### src/rtl/rpn_tokenizer.sv
// ASCII RPN byte stream to PUSH/op command tokenizer for the queue calculator.
// Optional build macro RPN_OVERFLOW_CHECK_EN: saturate operands at 255 and flag error.
module rpn_tokenizer (
  input  logic       clk,
  input  logic       rst,
  input  logic [7:0] in_data,
  input  logic       in_valid,
  output logic       in_ready,
  output logic       cmd_apply,
  output logic [2:0] cmd_op,
  output logic [7:0] cmd_in,
  input  logic       cmd_ready,
  output logic       error,
  output logic       busy
);

  localparam logic [1:0] S_IDLE      = 2'd0;
  localparam logic [1:0] S_NUM       = 2'd1;
  localparam logic [1:0] S_EMIT_PUSH = 2'd2;
  localparam logic [1:0] S_EMIT_OP   = 2'd3;

  localparam logic [2:0] OP_PUSH = 3'd1;

  logic [1:0] r_state;
  logic [7:0] r_acc;
  logic [2:0] r_op;
  logic       r_op_pending;
  logic       r_error;

  logic       w_accept;
  logic       w_is_digit;
  logic       w_is_sep;
  logic       w_is_op;
  logic [3:0] w_digit;
  logic [2:0] w_op_code;

`ifdef RPN_OVERFLOW_CHECK_EN
  logic [11:0] w_acc_calc;
  assign w_acc_calc = {4'd0, r_acc} * 12'd10 + {8'd0, w_digit};
`else
  // Low byte of the 12-bit acc*10+digit; only this byte survives the modulo-256 wrap.
  logic [7:0] w_acc_calc;
  assign w_acc_calc = r_acc * 8'd10 + {4'd0, w_digit};
`endif

  assign w_accept   = in_valid && in_ready;
  assign w_is_digit = (in_data >= 8'h30) && (in_data <= 8'h39);
  assign w_digit    = in_data[3:0];
  assign w_is_sep   = (in_data == 8'h20) || (in_data == 8'h0A) || (in_data == 8'h0D);
  assign w_is_op    = (w_op_code != 3'd0);

  always_comb begin
    w_op_code = 3'd0;
    case (in_data)
      8'h2B:   w_op_code = 3'd2;
      8'h2D:   w_op_code = 3'd3;
      8'h2A:   w_op_code = 3'd4;
      8'h2F:   w_op_code = 3'd5;
      8'h25:   w_op_code = 3'd6;
      default: w_op_code = 3'd0;
    endcase
  end

  always_ff @(posedge clk or posedge rst) begin
    if (rst) begin
      r_state      <= S_IDLE;
      r_acc        <= 8'd0;
      r_op         <= 3'd0;
      r_op_pending <= 1'b0;
      r_error      <= 1'b0;
    end else begin
      case (r_state)
        S_IDLE: begin
          if (w_accept) begin
            if (w_is_digit) begin
              r_acc   <= {4'd0, w_digit};
              r_state <= S_NUM;
            end else if (w_is_op) begin
              r_op    <= w_op_code;
              r_state <= S_EMIT_OP;
            end else if (!w_is_sep) begin
              r_error <= 1'b1;
            end
          end
        end
        S_NUM: begin
          if (w_accept) begin
            if (w_is_digit) begin
`ifdef RPN_OVERFLOW_CHECK_EN
              if (w_acc_calc > 12'd255) begin
                r_acc   <= 8'd255;
                r_error <= 1'b1;
              end else begin
                r_acc <= w_acc_calc[7:0];
              end
`else
              r_acc <= w_acc_calc;
`endif
            end else if (w_is_sep) begin
              r_state <= S_EMIT_PUSH;
            end else if (w_is_op) begin
              r_op         <= w_op_code;
              r_op_pending <= 1'b1;
              r_state      <= S_EMIT_PUSH;
            end else begin
              // Malformed token: drop the partial number entirely.
              r_error <= 1'b1;
              r_acc   <= 8'd0;
              r_state <= S_IDLE;
            end
          end
        end
        S_EMIT_PUSH: begin
          if (cmd_ready) begin
            r_state <= r_op_pending ? S_EMIT_OP : S_IDLE;
          end
        end
        default: begin
          if (cmd_ready) begin
            r_op_pending <= 1'b0;
            r_state      <= S_IDLE;
          end
        end
      endcase
    end
  end

  // Command outputs decode straight from registered state, so they stay stable while held.
  assign cmd_apply = (r_state == S_EMIT_PUSH) || (r_state == S_EMIT_OP);
  assign cmd_op    = (r_state == S_EMIT_PUSH) ? OP_PUSH :
                     (r_state == S_EMIT_OP)   ? r_op    : 3'd0;
  assign cmd_in    = (r_state == S_EMIT_PUSH) ? r_acc : 8'd0;
  assign in_ready  = !cmd_apply && !r_op_pending;
  assign busy      = (r_state != S_IDLE);
  assign error     = r_error;

endmodule

### config.mk
export PLATFORM = sky130hd
export DESIGN_NAME = rpn_tokenizer
export DESIGN_NICKNAME = d
export VERILOG_FILES = /design/src/rtl/rpn_tokenizer.sv
export SDC_FILE = /design/constraint.sdc
export NUM_CORES = 1
export LEC_CHECK = 0
export BUFFER_PORTS_ARGS = -buffer_cell sky130_fd_sc_hd__clkbuf_2
export CORE_MARGIN = 2
export CORE_UTILIZATION = 27
export DETAILED_ROUTE_END_ITERATION = 7
export SETUP_SLACK_MARGIN = 0.1
export SLEW_MARGIN = 20
export SYNTH_ARGS = -nofsm -noshare
export SYNTH_HDL_FRONTEND = slang
export SYNTH_SLANG_ARGS = --single-unit
### constraint.sdc
create_clock -name clk -period 2.29 [get_ports clk]
set_input_delay 0.1145 -clock clk [delete_from_list [all_inputs] [get_ports clk]]
set_output_delay 0.1145 -clock clk [all_outputs]
set_load 0.01 [all_outputs]
==> run_results.csv, run 1 <==
group,metric,value,unit
sta,worst_pin_slew,631,ps
placement,gp_congestion,0.810,
min_path,min_from,"cmd_ready",
sta,rsz0062_at_grt,"yes",
setup_path,start_kind,"register",
synthesis,synthTopCellsByCount,"dfrtp_1 (15), nand2_1 (12), ha_1 (10)",
synthesis,synth-edff-count,0,
layout,synthToLayoutAreaGrowth,20.8,%
synthesis,synth_top_family_by_area,"compound AO/OA/AOI/OAI gates",
pwr,sw_frac_of_total,37.6,%
synthesis,synth.yosys.seq_area_share,28.8,%
drt,wirelength,3120,um
clock_network,h-tree-depth,1,
setup_path,crit_start,"r_acc[3]$_DFFE_PP0P_",
pwr,power.share.clock,18.4,%
clock_network,cts_max_path_buffers,2,
pwr,power.total,1.19,mW
min_path,hold_end,"r_op_pending$_DFFE_PP0P_",
setup_path,r2r_setup_slack,140,ps
synthesis,synth.area.top_cells,"dfrtp_1 (29%), ha_1 (9.6%), mux2_2 (5.2%), and3_1 (3.8%), nand2_1 (3.5%)",
pwr,ir_worst_vdd,0.000358,V
synthesis,yosys.area_share.simple,19.4,%
layout,diodes,0,
drt,vias,1116,
layout,fillers,489,
floorplanning,coreArea,4690,sq um
synthesis,synthArstFlopShare,100,%
clock_network,clk_pin_slew,70,ps
placement,numPortBuffers,26,
pwr,switchingPower,448,uW
setup_path,reg2reg_depth,7,
synthesis,syn_area_per_cell,9.45,sq um
pwr,power.internal,742,uW
setup_path,cp_slowest_cell,"fa_2",
synthesis,ys.flop_type,"dfrtp_1",
sta,finalHoldViolCount,0,
setup_path,path_buf_inv,0,
clock_network,cts_tree,"done",
sta,skew,2.81,ps
setup_path,r2r_end,"r_acc[7]$_DFFE_PP0P_",
synthesis,syn-num-nets,162,
synthesis,synth.most_common_cell,"dfrtp_1",
sta,final_max_slew_viol_count,0,
drt,wl_per_cell,14.1,um
synthesis,synth_seq_cells,15,
grt,grt_pass1_wl,5290,um
floorplanning,io_pins,27,
setup_path,crit_path_max_incr_delay,560,ps
pwr,power_density,756,nW/um^2
setup_path,arrival,2320,ps
setup_path,worst-path-max-fanout,3,
setup_path,cp_cell_sequence,"ha_1 > ha_2 > fa_2 > nand4_1 > xnor3_1 > nand2_1 > mux2i_1",
setup_path,critPathCaptureType,"register",
sta,relSlewSlack,57.9,%
setup_path,timing.rr.start,"r_acc[3]$_DFFE_PP0P_",
drt,drc_errors,0,
sta,timing.setup.tns,0,ps
synthesis,yosysTopAreaCell,"dfrtp_1",
placement,hpwl,2450,um
min_path,holdPathStages,2,
run_status,outcome,"finished clean",
sta,period_needed,2150,ps
setup_path,crit_type,"reg2reg",
sta,fmax,0.466,GHz
setup_path,required,2460,ps
setup_path,critical_path.top_delay_family,"adder cells",
synthesis,ys_types,43,
grt,grt_usage,12.4,%
grt,first_global_vias,1109,
floorplanning,num_rows,25,
clock_network,cts.sinks,15,
grt,grt_max_degree,16,
floorplanning,die-area,5400,sq um
min_path,hold_path_class,"in2reg",
drt,post_drt_via_cell_ratio,5.05,
synthesis,synth_compound_gate_area_share,20.5,%
synthesis,synth.top_cell.area_share,28.8,%
drt,firstDrtPassIters,5,
run,timing.max_cap.violations,0,
sta,period_share,93.8,%
floorplanning,start_util,27.8,%
grt,grt_overflow_total,0,
grt,antenna_found_initial,0,
synthesis,synth.cell_area,1300,sq um
synthesis,synth-xor-area-share,6.43,%
drt,ant_nets,0,
synthesis,synth_fa_ha_area_share,12.7,%
pwr,pwr-share-comb,52.3,%
layout,nets,192,
clock_network,root_buffer,"clkbuf_8",
synthesis,yosys_warnings,0,
clock_network,worstSkewPairLatency,240,ps
synthesis,synth_mux_area_share,7.49,%
pwr,leakage,0.791,nW
pwr,power_frac_seq,29.2,%
sta,setup_violations,0,
floorplanning,die-width,73.5,um
floorplanning,fp.dieH,73.5,um
drt,drt_iter0_drc,57,
clock_network,cts_buffers,3,
layout,drive_gt1_share,30.5,%
synthesis,syn_inst,138,
layout make-up:
class | instances | area, sq um | area share, %
clock buffer | 4 | 45.0 | 2.86
inverter | 6 | 22.5 | 1.43
multi-input combinational | 109 | 880 | 55.8
sequential | 15 | 375 | 23.8
tap | 54 | 67.6 | 4.29
timing repair buffer | 33 | 185 | 11.8
flip-flops by register name, summed over array words and instances, names as in the netlist:
register / count
error: 1
r_state: 2
r_op: 3
r_acc: 8
r_op_pending: 1
logic make-up after synthesis:
kind of cell	after synthesis
adder cells (fa/ha/maj)	12
multiplexers	9
flip-flops	15
buffers and inverters	14
XOR/XNOR	8
AO/OA/AOI/OAI	34
AND/OR/NAND/NOR	46
metal layers:
layer / track usage (%) / wire (um) / up-vias
met1: 17.4 / 1540 / 536
li1: - / - / 558
met4: 3.64 / 32 / 0
met3: 1.37 / 106 / 2
met2: 19.9 / 1440 / 20
met5: 0 / 0 / -
cell usage in the layout, fill, tap and decap left out, types with 6 or more instances in the layout:
master and n:
and3_1 8, buf_4 6, clkbuf_2 26, dfrtp_1 15
ha_1 9, inv_1 6, mux2_2 6, nand2_1 12
nor2_1 8
timing repair:
item                       CTS  global route
buffers inserted             2             0
setup endpoints to repair    1             2
hold buffers                 1             0
resized for setup            2             0
pin swaps                    1             1
hold endpoints to repair    15             0
worst max path at each step:
stage                     depth (start not counted)              endpoint
final                                             7  r_acc[7]$_DFFE_PP0P_
after global routing                              7  r_acc[7]$_DFFE_PP0P_
after CTS                                         7  r_acc[7]$_DFFE_PP0P_
after detailed placement                          8  r_acc[7]$_DFFE_PP0P_
after global placement                            8  r_acc[7]$_DFFE_PP0P_
after floorplan                                   8  r_acc[7]$_DFFE_PP0P_
power groups by stage:
stage	Combinational [mW]	Clock (mW)	Sequential, mW
6_report	0.623	0.219	0.348
5_1_grt	0.713	0.232	0.356
4_1_cts	0.621	0.221	0.346
3_5_place_dp	0.568	0	0.355
3_3_place_gp	0.556	0	0.351
2_1_floorplan	0.452	0	0.345
per-stage QoR:
step | hold WS (ps) | cells | area [sq um] | util [%] | worst slack (ps)
4_1_cts | 84.2 | 221 | 1580 | 33.6 | 147
3_3_place_gp | 194 | 214 | 1500 | 31.9 | 98.1
6_report | 83.1 | 221 | 1580 | 33.6 | 142
3_5_place_dp | 209 | 214 | 1500 | 31.9 | 66.6
2_1_floorplan | 16.0 | 138 | 1310 | - | 120
5_1_grt | 110 | 221 | 1580 | 33.6 | 52.3
Note: power is estimated with default switching activity, not from simulation.
==> inputs of run 2 (changes only) <==
--- a/config.mk
+++ b/config.mk
@@ -5,10 +5,10 @@
 export SDC_FILE = /design/constraint.sdc
 export NUM_CORES = 1
 export LEC_CHECK = 0
-export BUFFER_PORTS_ARGS = -buffer_cell sky130_fd_sc_hd__clkbuf_2
 export CORE_MARGIN = 2
 export CORE_UTILIZATION = 27
 export DETAILED_ROUTE_END_ITERATION = 7
+export DONT_BUFFER_PORTS = 1
 export SETUP_SLACK_MARGIN = 0.1
 export SLEW_MARGIN = 20
 export SYNTH_ARGS = -nofsm -noshare
==> run_results.csv, run 2 (synthesis results as in run 1) <==
group,metric,value,unit
sta,worst_pin_slew,620,ps
drt,post_drt_via_cell_ratio,5.32,
floorplanning,io_pins,27,
grt,met1_usage,15.3,%
clock_network,cts_buffers,3,
layout,utilization,31.0,%
clock_network,h-tree-depth,1,
pwr,power_density,819,nW/um^2
sta,timing.final.ws_setup,199,ps
drt,drt_iter0_drc,43,
layout,diodes,0,
setup_path,start_kind,"register",
placement,pre_cts_slack,87.9,ps
drt,vias,1042,
drt,wirelength,3170,um
setup_path,path_buf_inv,0,
clock_network,cts.sinks,15,
placement,gp_congestion,0.728,
setup_path,timing.rr.start,"r_acc[1]$_DFFE_PP0P_",
run,timing.max_cap.violations,0,
setup_path,crit_type,"reg2reg",
layout,reg.largest.list,"r_acc: 8 flops, r_op: 3 flops, r_state: 2 flops",
clock_network,cts_max_path_buffers,2,
setup_path,crit_path_max_incr_delay,570,ps
layout,nets,167,
grt,grt_pass1_wl,4850,um
setup_path,arrival,2210,ps
drt,firstDrtPassIters,4,
pwr,power.share.clock,18.7,%
pwr,ir_worst_vdd,0.000228,V
layout,top_register,"r_acc",
grt,grt_overflow_total,0,
min_path,hold_path_class,"in2reg",
grt,grt_max_degree,16,
floorplanning,num_rows,25,
pwr,switchingPower,449,uW
sta,skew,5.18,ps
min_path,min_from,"in_data[3]",
setup_path,cp_cell_sequence,"ha_1 > ha_2 > fa_2 > nand2_1 > o21a_1 > o21ai_1 > mux2i_1",
pwr,power_frac_seq,29.0,%
clock_network,cts_tree,"done",
sta,timing.setup.tns,0,ps
sta,relSlewSlack,58.7,%
clock_network,root_buffer,"clkbuf_8",
layout,final_cell_mix,"dfrtp_1 (15), nand2_1 (12), ha_1 (9)",
setup_path,required,2410,ps
pwr,leakage,0.684,nW
clock_network,worstSkewPairLatency,250,ps
sta,fmax,0.478,GHz
layout,largest_reg_flops,8,
min_path,holdPathStages,2,
layout,drive_gt1_share,17.6,%
grt,grt_usage,11.6,%
sta,period_needed,2090,ps
sta,rsz0062_at_grt,"no",
placement,numPortBuffers,0,
setup_path,r2r_end,"r_acc[6]$_DFFE_PP0P_",
grt,antenna_found_initial,0,
placement,hpwl,2410,um
grt,busiest_layer,"met2",
layout,final_common_cell,"dfrtp_1",
min_path,hold_end,"r_op[0]$_DFFE_PP0P_",
pwr,power.internal,743,uW
drt,wl_per_cell,16.2,um
pwr,power.total,1.19,mW
sta,setup_violations,0,
run_status,outcome,"finished clean",
sta,final_max_slew_viol_count,0,
pwr,pwr-share-comb,52.3,%
clock_network,clk_pin_slew,70,ps
sta,period_share,91.3,%
floorplanning,die-width,73.5,um
setup_path,critPathCaptureType,"register",
sta,holdWs,47.9,ps
setup_path,critical_path.top_delay_family,"adder cells",
floorplanning,start_util,27.8,%
pwr,sw_frac_of_total,37.7,%
drt,drc_errors,0,
grt,met3_usage,2.19,%
setup_path,r2r_setup_slack,200,ps
drt,ant_nets,0,
setup_path,reg2reg_depth,7,
layout,synthToLayoutAreaGrowth,11.6,%
setup_path,worst-path-max-fanout,3,
floorplanning,fp.dieH,73.5,um
floorplanning,coreArea,4690,sq um
grt,grt_util_met2,18.9,%
setup_path,cp_slowest_cell,"fa_2",
sta,finalHoldViolCount,0,
floorplanning,die-area,5400,sq um
grt,first_global_vias,951,
## run 2: cell types whose count changed in the layout (fill, tap and decap cells not counted), sizes merged
cell / before / now
dlygate4sd3: 1 / 2
clkbuf: 30 / 4
## run 2: worst max path at each step
stage | slack [ps] | depth (start not counted) | start | to
2_1_floorplan | 120 | 8 | r_acc[1]$_DFFE_PP0P_ | r_acc[7]$_DFFE_PP0P_
3_3_place_gp | 120 | 8 | r_acc[1]$_DFFE_PP0P_ | r_acc[7]$_DFFE_PP0P_
3_5_place_dp | 90 | 8 | r_acc[1]$_DFFE_PP0P_ | r_acc[7]$_DFFE_PP0P_
4_1_cts | 130 | 7 | r_acc[1]$_DFFE_PP0P_ | r_acc[7]$_DFFE_PP0P_
5_1_grt | 150 | 7 | r_acc[1]$_DFFE_PP0P_ | r_acc[6]$_DFFE_PP0P_
6_report | 200 | 7 | r_acc[1]$_DFFE_PP0P_ | r_acc[6]$_DFFE_PP0P_
## run 2: what timing repair did
| action | in CTS | in global routing |
|---|---|---|
| resized for setup | 2 | 1 |
| setup buffers | 1 | 1 |
| endpoints found under the setup margin | 1 | 2 |
| endpoints found under the hold margin | 16 | 0 |
| hold buffers | 2 | 0 |
| pin swaps | 1 | 2 |
## run 2: per-layer routing
layer	vias to the layer above	wire length [um]	part of all wire (%)
li1	509	-	-
met1	506	1480	47
met2	23	1500	47
met3	4	146	4.6
met4	0	42	1.3
met5	-	0	0
## run 2: power by group through the flow
stage / combinational (mW) / sequential [mW] / clock, mW
after floorplan: 0.452 / 0.345 / 0
after global placement: 0.560 / 0.346 / 0
after detailed placement: 0.565 / 0.349 / 0
final: 0.623 / 0.345 / 0.223
after global routing: 0.681 / 0.352 / 0.232
after CTS: 0.607 / 0.346 / 0.223
## run 2: layout make-up
class / count / area, sq um
Fill cell: 483 / 3240
Inverter: 6 / 22.5
Sequential cell: 15 / 375
Multi-Input combinational cell: 109 / 880
Timing Repair Buffer: 8 / 65.1
Clock buffer: 4 / 45.0
Tap cell: 54 / 67.6
## run 2: metrics by stage
| stage | cell area [sq um] | instances |
|---|---|---|
| global route | 1460 | 196 |
| CTS | 1450 | 195 |
| detailed placement | 1370 | 188 |
| finish | 1460 | 196 |
| floorplan | 1310 | 138 |
| global placement | 1370 | 188 |
==> inputs of run 3 (changes only) <==
--- a/config.mk
+++ b/config.mk
@@ -5,10 +5,13 @@
 export SDC_FILE = /design/constraint.sdc
 export NUM_CORES = 1
 export LEC_CHECK = 0
+export CELL_PAD_IN_SITES_DETAIL_PLACEMENT = 2
+export CELL_PAD_IN_SITES_GLOBAL_PLACEMENT = 2
 export CORE_MARGIN = 2
 export CORE_UTILIZATION = 27
 export DETAILED_ROUTE_END_ITERATION = 7
 export DONT_BUFFER_PORTS = 1
+export PLACE_DENSITY_LB_ADDON = 0.1
 export SETUP_SLACK_MARGIN = 0.1
 export SLEW_MARGIN = 20
 export SYNTH_ARGS = -nofsm -noshare
==> run_results.csv, run 3 (synthesis results as in run 1) <==
group,metric,value,unit
sta,period_needed,2090,ps
grt,grt_usage,15.6,%
grt,antenna_found_initial,0,
sta,relSlewSlack,56.0,%
min_path,holdPathStages,2,
sta,setup_violations,0,
sta,fmax,0.479,GHz
run_status,outcome,"finished clean",
pwr,leakage,0.688,nW
layout,top_register,"r_acc",
setup_path,crit_path_max_incr_delay,560,ps
grt,grt_pass1_wl,6470,um
floorplanning,fp.dieH,73.5,um
pwr,power_density,833,nW/um^2
placement,numPortBuffers,0,
setup_path,start_kind,"register",
layout,reg.largest.list,"r_acc: 8 flops, r_op: 3 flops, r_state: 2 flops",
sta,holdWs,56.5,ps
setup_path,critPathCaptureType,"register",
pwr,ir_worst_vdd,0.000247,V
setup_path,worst-path-max-fanout,3,
layout,layout.area.seq,375,sq um
drt,drt_iter0_drc,18,
setup_path,required,2410,ps
placement,hpwl,3020,um
min_path,hold_path_class,"in2reg",
layout,final_cell_mix,"dfrtp_1 (15), nand2_1 (12), nor2_1 (8), and3_1 (8), ha_1 (8)",
layout,diodes,0,
sta,final_max_slew_viol_count,0,
floorplanning,die-width,73.5,um
setup_path,r2r_setup_slack,200,ps
drt,firstDrtPassIters,3,
floorplanning,io_pins,27,
drt,wirelength,3830,um
grt,grt_overflow_total,0,
drt,post_drt_via_cell_ratio,5.58,
drt,drc_errors,0,
layout,fillers,522,
setup_path,timing.rr.start,"r_acc[1]$_DFFE_PP0P_",
sta,skew,1.02,ps
clock_network,h-tree-depth,1,
setup_path,cp_cell_sequence,"ha_1 > ha_2 > fa_2 > nand2_1 > o21a_1 > o21ai_1 > mux2i_1",
setup_path,crit_type,"reg2reg",
drt,wl_per_cell,19.4,um
placement,gp_congestion,0.704,
sta,rsz0062_at_grt,"yes",
layout,drive_gt1_share,19.6,%
setup_path,arrival,2200,ps
layout,largest_reg_flops,8,
floorplanning,start_util,27.8,%
layout,nets,168,
min_path,hold_end,"r_op[0]$_DFFE_PP0P_",
layout,final_common_cell,"dfrtp_1",
clock_network,cts_buffers,3,
drt,ant_nets,0,
clock_network,worstSkewPairLatency,240,ps
layout,multiInputGateArea,897,sq um
floorplanning,die-area,5400,sq um
clock_network,root_buffer,"clkbuf_8",
run,timing.max_cap.violations,0,
sta,timing.setup.tns,0,ps
layout,synthToLayoutAreaGrowth,13.5,%
clock_network,clk_pin_slew,60,ps
sta,period_share,91.1,%
clock_network,cts.sinks,15,
floorplanning,coreArea,4690,sq um
sta,worst_pin_slew,659,ps
setup_path,r2r_end,"r_acc[6]$_DFFE_PP0P_",
clock_network,cts_tree,"done",
grt,grt_max_degree,16,
clock_network,cts_max_path_buffers,2,
setup_path,cp_slowest_cell,"fa_2",
grt,first_global_vias,1258,
floorplanning,num_rows,25,
setup_path,reg2reg_depth,7,
sta,finalHoldViolCount,0,
drt,vias,1100,
min_path,min_from,"in_data[3]",
run 3: worst max-delay path, delay by kind of cell (launching register included):
| kind | cells | cell delay (ps) |
|---|---|---|
| mux | 1 | 90 |
| simple gates | 1 | 100 |
| flops | 1 | 390 |
| compound gates | 2 | 330 |
| fa+ha+maj | 3 | 1070 |
run 3: where the power goes:
| part | leakage, nW | internal (mW) | switching (mW) |
|---|---|---|---|
| Clock | 0.0228 | 0.123 | 0.0919 |
| Sequential | 0.195 | 0.308 | 0.0431 |
| Combinational | 0.471 | 0.325 | 0.341 |
run 3: how the worst max path moves through the flow:
| stage | start | endpoint | slack [ps] | depth (start not counted) |
|---|---|---|---|---|
| after floorplan | r_acc[1]$_DFFE_PP0P_ | r_acc[7]$_DFFE_PP0P_ | 120 | 8 |
| after global placement | r_acc[1]$_DFFE_PP0P_ | r_acc[7]$_DFFE_PP0P_ | 80 | 8 |
| after detailed placement | r_acc[1]$_DFFE_PP0P_ | r_acc[7]$_DFFE_PP0P_ | 6 | 8 |
| after CTS | r_acc[1]$_DFFE_PP0P_ | r_acc[6]$_DFFE_PP0P_ | 130 | 7 |
| after global routing | r_acc[1]$_DFFE_PP0P_ | r_acc[6]$_DFFE_PP0P_ | 80 | 8 |
| final | r_acc[1]$_DFFE_PP0P_ | r_acc[6]$_DFFE_PP0P_ | 200 | 7 |
run 3: through the flow:
step / power [mW] / area (sq um) / std cells / utilization (%) / setup slack, ps
4_1_cts: 1.23 / 1460 / 197 / 31.2 / 126
3_3_place_gp: 0.926 / 1370 / 189 / 29.3 / 78.7
6_report: 1.23 / 1480 / 197 / 31.5 / 203
5_1_grt: 1.34 / 1480 / 197 / 31.5 / 80.8
3_5_place_dp: 0.958 / 1370 / 189 / 29.3 / 5.78
2_1_floorplan: 0.797 / 1310 / 138 / - / 120
run 3: area by class of cell:
cell class,count,share of cell area [%]
clock buffers,4,3.04
inverters,6,1.52
multi-input cells,109,60.6
flip-flops and latches,15,25.4
well taps,54,4.56
repair buffers,9,4.90
run 3: routing by layer:
layer | routed length [um] | vias to the layer above | GRT usage [%]
met5 | 0 | - | 0
met1 | 1930 | 563 | 22.1
li1 | - | 513 | -
met4 | 32 | 0 | 4.24
met2 | 1720 | 22 | 24.8
met3 | 147 | 2 | 2.06
run 3: timing repair:
item	in CTS	in global routing
setup buffers	2	0
pin swaps	2	0
endpoints found under the hold margin	16	0
resized for setup	2	3
hold buffers	2	0
setup endpoints to repair	1	2
